===== config.mk =====
export PLATFORM = sky130hd
export DESIGN_NAME = kmeans_centroid_update_k3_d3
export DESIGN_NICKNAME = d
export VERILOG_FILES = /design/src/rtl/kmeans_centroid_update_k3_d3.sv
export SDC_FILE = /design/constraint.sdc
export NUM_CORES = 2
export LEC_CHECK = 0
export CAP_MARGIN = 20
export CELL_PAD_IN_SITES_DETAIL_PLACEMENT = 0
export CELL_PAD_IN_SITES_GLOBAL_PLACEMENT = 1
export CORE_ASPECT_RATIO = 1.25
export CORE_MARGIN = 2
export CORE_UTILIZATION = 52
export DETAILED_ROUTE_END_ITERATION = 8
export GPL_TIMING_DRIVEN = 0
export PLACE_DENSITY_LB_ADDON = 0.1
export SLEW_MARGIN = 20
export SYNTH_ARGS = -nofsm -noshare
export SYNTH_HDL_FRONTEND = slang
export SYNTH_SLANG_ARGS = --single-unit

===== constraint.sdc =====
create_clock -name clk -period 10.8 [get_ports clk]
set_input_delay 2.16 -clock clk [delete_from_list [all_inputs] [get_ports clk]]
set_output_delay 2.16 -clock clk [all_outputs]
set_load 0.03 [all_outputs]

===== src/rtl/kmeans_centroid_update_k3_d3.sv =====
// kmeans_centroid_update_k3_d3
// Consumer end of the k-means assignment pipeline (K=3 centroids, D=3 dims).
// Accumulates per-centroid coordinate sums and point counts over an epoch,
// then divides sum by count with restoring dividers and presents the new
// centroids for the next iteration.
//
// Ports
//   clk, rst                   clock (posedge), synchronous active-high reset
//   start                      begin epoch, honoured only in IDLE
//   in_valid/in_last/in_ready  point handshake; in_last marks the epoch's end
//   input_data0..2             point coordinates (unsigned)
//   selected_centroid          centroid index 0..2 (3 is illegal)
//   centroidK_dD               current centroids, used for empty clusters
//   new_centroidK_dD           updated centroids, held between out_valid pulses
//   out_valid                  1-cycle pulse when new_centroid* are updated
//   busy                       high in any state other than IDLE
//   err                        sticky: illegal index or count saturation
//
// Division: the three dimensions of a cluster share the divisor (the count),
// so they are divided in parallel, one quotient bit per cycle, MSB first.
// Each non-empty cluster costs SW cycles of iteration; every element still
// takes one DIV_LOAD visit, which gives a latency of 10 + SW*Nne cycles from
// the in_last acceptance edge to out_valid.
module kmeans_centroid_update_k3_d3 #(
  parameter int input_data_width = 16,
  parameter int count_width      = 16
) (
  input  logic                        clk,
  input  logic                        rst,
  input  logic                        start,
  input  logic                        in_valid,
  input  logic                        in_last,
  output logic                        in_ready,
  input  logic [input_data_width-1:0] input_data0,
  input  logic [input_data_width-1:0] input_data1,
  input  logic [input_data_width-1:0] input_data2,
  input  logic [1:0]                  selected_centroid,
  input  logic [input_data_width-1:0] centroid0_d0,
  input  logic [input_data_width-1:0] centroid0_d1,
  input  logic [input_data_width-1:0] centroid0_d2,
  input  logic [input_data_width-1:0] centroid1_d0,
  input  logic [input_data_width-1:0] centroid1_d1,
  input  logic [input_data_width-1:0] centroid1_d2,
  input  logic [input_data_width-1:0] centroid2_d0,
  input  logic [input_data_width-1:0] centroid2_d1,
  input  logic [input_data_width-1:0] centroid2_d2,
  output logic [input_data_width-1:0] new_centroid0_d0,
  output logic [input_data_width-1:0] new_centroid0_d1,
  output logic [input_data_width-1:0] new_centroid0_d2,
  output logic [input_data_width-1:0] new_centroid1_d0,
  output logic [input_data_width-1:0] new_centroid1_d1,
  output logic [input_data_width-1:0] new_centroid1_d2,
  output logic [input_data_width-1:0] new_centroid2_d0,
  output logic [input_data_width-1:0] new_centroid2_d1,
  output logic [input_data_width-1:0] new_centroid2_d2,
  output logic                        out_valid,
  output logic                        busy,
  output logic                        err
);

  localparam int DW  = input_data_width;
  localparam int CW  = count_width;
  localparam int SW  = DW + CW;
  localparam int ITW = $clog2(SW);

  typedef enum logic [2:0] {S_IDLE, S_ACCUM, S_DIV_LOAD, S_DIV_ITER, S_DONE} state_t;

  state_t r_state, w_state_nx;

  logic [SW-1:0] r_sum [3][3];
  logic [CW-1:0] r_cnt [3];
  logic [DW-1:0] r_new [3][3];
  logic [SW-1:0] r_dvd [3];   // dividend, shifted left; quotient bits enter at LSB
  logic [CW-1:0] r_rem [3];
  logic [ITW-1:0] r_iter;
  logic [1:0]    r_k, r_d;    // element being finalised
  logic          r_out_valid, r_err;

  logic [DW-1:0] w_point [3];
  logic [DW-1:0] w_cent  [3][3];
  logic [CW-1:0] w_sel_cnt;
  logic          w_legal, w_sat, w_empty, w_iter_last, w_elem_last, w_advance;
  logic [CW:0]   w_trial [3];
  logic [CW:0]   w_diff  [3];
  logic          w_qbit  [3];
  logic [CW-1:0] w_rem_nx [3];
  logic [SW-1:0] w_dvd_nx [3];

  assign w_point = '{input_data0, input_data1, input_data2};
  assign w_cent  = '{'{centroid0_d0, centroid0_d1, centroid0_d2},
                     '{centroid1_d0, centroid1_d1, centroid1_d2},
                     '{centroid2_d0, centroid2_d1, centroid2_d2}};

  assign {new_centroid0_d0, new_centroid0_d1, new_centroid0_d2} = {r_new[0][0], r_new[0][1], r_new[0][2]};
  assign {new_centroid1_d0, new_centroid1_d1, new_centroid1_d2} = {r_new[1][0], r_new[1][1], r_new[1][2]};
  assign {new_centroid2_d0, new_centroid2_d1, new_centroid2_d2} = {r_new[2][0], r_new[2][1], r_new[2][2]};
  assign out_valid = r_out_valid;
  assign err       = r_err;

  assign w_legal     = (selected_centroid != 2'd3);
  assign w_sat       = w_legal && (w_sel_cnt == '1);
  assign w_empty     = (r_cnt[r_k] == '0);
  assign w_iter_last = (r_iter == ITW'(SW - 1));
  assign w_elem_last = (r_k == 2'd2) && (r_d == 2'd2);
  // Elements d1/d2 of a non-empty cluster were written by the d0 division.
  assign w_advance   = ((r_state == S_DIV_LOAD) && (w_empty || (r_d != 2'd0))) ||
                       ((r_state == S_DIV_ITER) && w_iter_last);

  // One restoring step per dimension: since r_rem < divisor, the difference
  // borrows (MSB set) exactly when the trial remainder is below the divisor.
  always_comb begin
    // NOTE: every combinational output gets a default first so no latch is inferred.
    w_sel_cnt = '0;
    if (w_legal) w_sel_cnt = r_cnt[selected_centroid];
    for (int d = 0; d < 3; d++) begin
      w_trial[d]  = {r_rem[d], r_dvd[d][SW-1]};
      w_diff[d]   = w_trial[d] - {1'b0, r_cnt[r_k]};
      w_qbit[d]   = ~w_diff[d][CW];
      w_rem_nx[d] = w_qbit[d] ? w_diff[d][CW-1:0] : w_trial[d][CW-1:0];
      w_dvd_nx[d] = {r_dvd[d][SW-2:0], w_qbit[d]};
    end
  end

  always_ff @(posedge clk) begin
    // NOTE: sequential state always uses non-blocking assignments.
    if (rst) r_state <= S_IDLE;
    else     r_state <= w_state_nx;
  end

  always_comb begin
    w_state_nx = r_state;
    in_ready   = 1'b0;
    busy       = 1'b1;
    case (r_state)
      S_IDLE: begin
        busy = 1'b0;
        if (start) w_state_nx = S_ACCUM;
      end
      S_ACCUM: begin
        in_ready = 1'b1;
        if (in_valid && in_last) w_state_nx = S_DIV_LOAD;
      end
      S_DIV_LOAD: begin
        if (!w_advance)      w_state_nx = S_DIV_ITER;
        else if (w_elem_last) w_state_nx = S_DONE;
      end
      S_DIV_ITER: begin
        if (w_iter_last) w_state_nx = w_elem_last ? S_DONE : S_DIV_LOAD;
      end
      S_DONE:  w_state_nx = S_IDLE;
      default: w_state_nx = S_IDLE;
    endcase
  end

  always_ff @(posedge clk) begin
    if (rst) begin
      // NOTE: these arrays are small register banks, not RAM, so resetting them is cheap and required.
      for (int k = 0; k < 3; k++) begin
        r_cnt[k] <= '0;
        r_dvd[k] <= '0;
        r_rem[k] <= '0;
        for (int d = 0; d < 3; d++) begin
          r_sum[k][d] <= '0;
          r_new[k][d] <= '0;
        end
      end
      r_iter      <= '0;
      r_k         <= '0;
      r_d         <= '0;
      r_out_valid <= 1'b0;
      r_err       <= 1'b0;
    end else begin
      r_out_valid <= (r_state == S_DONE);
      case (r_state)
        S_IDLE: begin
          if (start) begin
            for (int k = 0; k < 3; k++) begin
              r_cnt[k] <= '0;
              for (int d = 0; d < 3; d++) r_sum[k][d] <= '0;
            end
            r_err <= 1'b0;
            r_k   <= '0;
            r_d   <= '0;
          end
        end
        S_ACCUM: begin
          if (in_valid) begin
            // Illegal or saturated points are consumed but leave sums and
            // counts untouched, keeping every sum consistent with its count.
            if (!w_legal || w_sat) begin
              r_err <= 1'b1;
            end else begin
              r_cnt[selected_centroid] <= r_cnt[selected_centroid] + CW'(1);
              for (int d = 0; d < 3; d++)
                r_sum[selected_centroid][d] <= r_sum[selected_centroid][d] + SW'(w_point[d]);
            end
          end
        end
        S_DIV_LOAD: begin
          if (w_empty) begin
            r_new[r_k][r_d] <= w_cent[r_k][r_d];
          end else if (r_d == 2'd0) begin
            for (int d = 0; d < 3; d++) begin
              r_dvd[d] <= r_sum[r_k][d];
              r_rem[d] <= '0;
            end
            r_iter <= '0;
          end
        end
        S_DIV_ITER: begin
          r_iter <= r_iter + ITW'(1);
          for (int d = 0; d < 3; d++) begin
            r_dvd[d] <= w_dvd_nx[d];
            r_rem[d] <= w_rem_nx[d];
            // The quotient is an average, so its upper bits are always zero.
            if (w_iter_last) r_new[r_k][d] <= w_dvd_nx[d][DW-1:0];
          end
        end
        default: ;
      endcase
      if (w_advance) begin
        if (r_d == 2'd2) begin
          r_d <= '0;
          r_k <= r_k + 2'd1;
        end else begin
          r_d <= r_d + 2'd1;
        end
      end
    end
  end

endmodule


After elaboration in Yosys (flattened, before gate mapping)

Memories as Yosys holds them, arrays and structs flattened. A register that Yosys moved wholly into a read port is not among the register bits.
Cells that the tools add are included.

Reductions and logical operators: 25
Bitwise logic cells: 77
Multiplexer cells: 146
$add $sub $neg: 10
Magnitude comparators: 3
Equal/unequal tests: 17

Operators with widths:

| kind                                          | count |
|---|---|
| two-way mux 32 bit                            | 15 |
| two-way mux 16 bit                            | 17 |
| two-way mux 48 bit                            | 5 |
| adder 32 x 16 -> 32 bit                       | 3 |
| binary-select mux 48 bit (select 2 bit)       | 1 |
| two-way mux 96 bit                            | 1 |
| OR reduction 96 bit                           | 1 |
| two-way mux 1 bit                             | 80 |
| bitwise OR 1 bit                              | 72 |
| subtractor 17 x 16 -> 17 bit                  | 3 |
| OR reduction 48 bit                           | 1 |
| binary-select mux 16 bit (select 2 bit)       | 1 |
| demux 16 bit (select 2 bit)                   | 1 |
| two-way mux 2 bit                             | 13 |
| two-way mux 3 bit                             | 7 |
| adder 16 x 1 -> 16 bit, second input constant | 1 |
| == test 16 bit, second input constant         | 1 |
| zero test 16 bit                              | 1 |
| OR reduction 16 bit                           | 1 |
| inequality test 2 bit, second input constant  | 7 |
| case mux 3 bit (4 select lines)               | 1 |
| two-way mux 5 bit                             | 2 |
| case mux 5 bit (2 select lines)               | 1 |
| nonzero test 2 bit                            | 5 |
| 22 further kinds                              | 37 |

Register bits: 14
RAM bits: 624
Memories kept: 5

Memories:

| name  | depth | width | read ports | clocked after memory_dff | wr ports | RTL line | RTL |
|---|---|---|---|---|---|---|---|
| r_sum | 3     | 96    | 2          | 1                        | 3        | 70       | `logic [SW-1:0] r_sum [3][3];` |
| r_new | 3     | 48    | 3          | 0                        | 3        | 72       | `logic [DW-1:0] r_new [3][3];` |
| r_dvd | 3     | 32    | 3          | 0                        | 3        | 73       | `logic [SW-1:0] r_dvd [3];` |
| r_cnt | 3     | 16    | 2          | 1                        | 3        | 71       | `logic [CW-1:0] r_cnt [3];` |
| r_rem | 3     | 16    | 3          | 0                        | 3        | 74       | `logic [CW-1:0] r_rem [3];` |

Logic depth before layout (Yosys ltp)

Depth in word-level cells: 12
Mapped depth: 21

Worst setup path before layout

OpenSTA, ideal clock, no wires.

Kind: input -> register
Start point: input port selected_centroid[0]
End point: memory r_cnt[2][0] in the netlist's numbering (enable)
Slack: 3.535 ns
Library setup time: 0.474 ns
Data required time: 10.326 ns
Stages: 11
Buffers on the path: 7
Arrival time: 6.790 ns
Cell sequence: buf_4 buf_6 buf_6 buf_6 mux4_2 and2_1 or4b_1 buf_2 buf_6 buf_6 nand2_1

RTL lines:

| what        | RTL line | RTL |
|---|---|---|
| from (decl) | 37       | `input logic [1:0] selected_centroid,` |
| to (decl)   | 71       |  |

==> impl_metrics.tcl <==
set metrics [dict create \
    post_synth_inst_count 3030 \
    tritoncts.num_buffers 75 \
    initial_utilization_pct 52.7 \
    cts_root_buffer "clkbuf_16" \
    yosysWarningCount 0 \
    drt.antenna.violating_nets 0 \
    grt_overflow 0 \
    critPathLaunchType "primary input" \
    yosys.cell_count.top_type "edfxtp_1" \
    dp_hpwl_mm 86.4 \
    detail_route.wirelength_mm 116 \
    post-route-cell-area_um2 47200 \
    timing.setup.critical_path_class "primary input to flop" \
    drt_iter0_markers 2521 \
    placedInstanceArea_um2 44900 \
    crit_required_ns 11.17 \
    timing.hold.worst.class "flop to flop" \
    insertion_delay_ns 0.64 \
    ios 347 \
    count_of_flip_flops_with_a_built_in_enable_after_synthesis 736 \
    cts-resized-gates 0 \
    preCtsSetupSlack_ns 1.26 \
    hold_viol_final 0 \
    grt_antenna_before_repair 3 \
    wire_per_inst_um 25.2 \
    clk_pin_slew_worst_paths_ns 0.06 \
    track_usage_pct 29.6 \
    startpoint "selected_centroid[1]" \
    holdWs_ns 0.468 \
    period_share_pct 84.0 \
    cts_tree "built" \
    netlist.area_leader.share_pct 56.0 \
    synth_seq_area_share_pct 56.7 \
    setup_viol_count_final 0 \
    crit_path_end_kind "flop" \
    timing.setup.tns_ns 0 \
    syn_area_um2 39500 \
    route.vias.total 27600 \
    critical_path.reg2reg.startpoint "r_k[1]" \
    grt_setup_unrepaired "false" \
    die_w_um 250 \
    first_global_vias 27900 \
    status "completed" \
    fin_crit_ns 9.07 \
    hold_start "err" \
    slowest_stage "a21oi_1" \
    die_height_um 312 \
    drc 0 \
    synth_area_leaders "edfxtp_1 56%, mux4_2 13%, nor2_1 5.2%" \
    drv_cap 0 \
    ys_ff_latch 750 \
    critical_path.cell_chain "clkbuf_1, buf_2, buf_4, buf_4, buf_2, buf_2, buf_2, buf_1, mux4_2, ha_1, a21oi_1, nor2b_1, a311oi_1, o311ai_0, a22oi_1, a21oi_1, nand4_1, xor2_1, nor2_1" \
    global_placement_routability_congestion 0.921 \
    route.detailed.vias_per_inst 5.99 \
    fraction_of_layout_instances_using_a_drive_strength_above_1_pct 12.0 \
    ys_top_cells_by_count "736 x edfxtp_1, 551 x nor2_1, 224 x mux4_2" \
    hold_buffers 0 \
    cellPowerDensity_nw_per_um2 187 \
    std_cell_rows 112 \
    grt_pass1_wl_mm 172 \
    area_growth_syn_to_layout_pct 19.6 \
    cp_slowest_stage_delay_ns 0.84 \
    grt_start_max_net_pins 49 \
    post-synth-top-area-cell "edfxtp_1" \
    vdd_drop_max_mv 0.131 \
    critical_path.max_fanout 10 \
    crit_buf_inv 8 \
    critical_path.most_common_cell "buf_2" \
    place.port_buffers 343 \
    setup_ws_ns 1.73 \
    cp.arrival_ns 9.44 \
    static-leakage-power_nw 17.7 \
    fin_skew_ns 0.0274 \
    critical_path.top_delay_family "buffers and inverters" \
    design.final.nets 3879 \
    avgSynthCellArea_um2 13.0 \
    clockBufferDepth 3 \
    report.final.slew_viol_count 0 \
    tightestPinTransition_ns 1.19 \
    post_cts.repair.setup_buffers 0 \
    synth-async-reset-ratio_pct 0 \
    tritoncts_num_sinks 750 \
    total_die_area_um2 78100 \
    core-area_um2 75000 \
    dr.pass1.iters 5 \
    synthDistinctLibCells 75 \
    top_flip_flop_cell_by_instance_count_after_synthesis "edfxtp_1" \
    max_clock_freq_mhz 110 \
    h_tree_levels 3 \
    rel_slew_slack_pct 20.8 \
]
==> registers in the layout (all words and copies together), names as in the netlist <==
name / cells
r_sum: 384
r_new: 144
r_dvd: 96
r_cnt: 64
r_rem: 48
r_iter: 5
r_state: 3
r_d: 2
r_k: 2
err: 1
out_valid: 1
==> final timing paths <==
check / to / slack, ns / cells after the start
worst min-delay path: err / 0.47 / 2
worst max register to register: r_rem[0][14] / 5.57 / 14
worst max-delay path: r_sum[1][91] / 1.73 / 19
worst min register to register: err / 0.47 / 2
==> routing by layer <==
layer | global-route usage, % | wire length [um] | vias to the layer above
met5 | 0 | 9 | -
met4 | 12.5 | 4890 | 2
met3 | 5.08 | 8230 | 223
met2 | 51.6 | 59100 | 1151
met1 | 36.6 | 43800 | 13900
li1 | - | - | 12300
==> cells in the final DEF (no fill, tap or decap), types with 13 or more instances in the layout <==
| master | n |
|---|---|
| a21o_1 | 30 |
| a21oi_1 | 106 |
| a22o_1 | 96 |
| a31oi_1 | 13 |
| and3_1 | 19 |
| buf_1 | 18 |
| buf_2 | 37 |
| clkbuf_1 | 111 |
| clkbuf_16 | 77 |
| clkdlybuf4s50_1 | 343 |
| clkinv_1 | 14 |
| conb_1 | 112 |
| dfxtp_1 | 14 |
| edfxtp_1 | 736 |
| ha_1 | 100 |
| inv_1 | 197 |
| mux2i_1 | 75 |
| mux4_2 | 224 |
| nand2_1 | 110 |
| nand2b_1 | 23 |
| nand3_1 | 47 |
| nand4_1 | 18 |
| nor2_1 | 550 |
| nor2b_1 | 19 |
| nor3_1 | 18 |
| o211ai_1 | 21 |
| o21a_1 | 15 |
| o21ai_0 | 84 |
| o21bai_1 | 59 |
| o22ai_1 | 17 |
| xnor2_1 | 65 |
| xor2_1 | 73 |
==> kinds of logic after synthesis <==
group,after synthesis,share of synthesized area (%)
compound gates,497,8.64
xor+xnor,139,3.10
fa+ha+maj,106,3.47
buf+inv,369,3.92
flops,750,56.7
mux,301,14.7
other cells,1,0.00950
simple gates,867,9.42
==> per-stage QoR <==
| step | total power (W) | std cells | utilization [%] |
|---|---|---|---|
| after floorplan | 0.00557 | 3141 | - |
| after global placement | 0.00627 | 4453 | 59.4 |
| after detailed placement | 0.00633 | 4465 | 59.8 |
| after CTS | 0.00887 | 4599 | 63.0 |
| after global routing | 0.00924 | 4602 | 63.0 |
| final | 0.00885 | 4602 | 63.0 |
==> cell type report <==
type                            count  area (um^2)
Clock inverter                     37          313
Sequential cell                   750        22400
Antenna cell                        2         5.00
Tap cell                          969         1210
Multi-Input combinational cell   2022        16000
Clock buffer                       97         2030
Fill cell                        5735        27700
Buffer                            172          812
Inverter                          197          739
Timing Repair Buffer              356         3730
==> report_power, final <==
group | total, W | leakage, nW | internal [W] | switching [W]
Combinational | 0.00230 | 8.70 | 0.000929 | 0.00137
Sequential | 0.00400 | 7.86 | 0.00377 | 0.000234
Clock | 0.00255 | 1.14 | 0.00143 | 0.00112
Total | 0.00885 | 17.7 | 0.00612 | 0.00273
==> worst register-to-register path, stage by stage (launching register included) <==
cell      delay, ns
dfxtp_1        0.36
clkbuf_1       0.71
mux4_2         0.44
inv_1          0.16
ha_1           0.31
nor2b_1        0.16
o31a_1         0.28
o21ai_0        0.31
a31oi_1        0.23
a211oi_1       0.29
o21bai_1       0.14
xor2_2         0.72
buf_2          0.51
mux2i_1        0.28
nor2_1         0.06
Power figures use the tool's default switching activity.
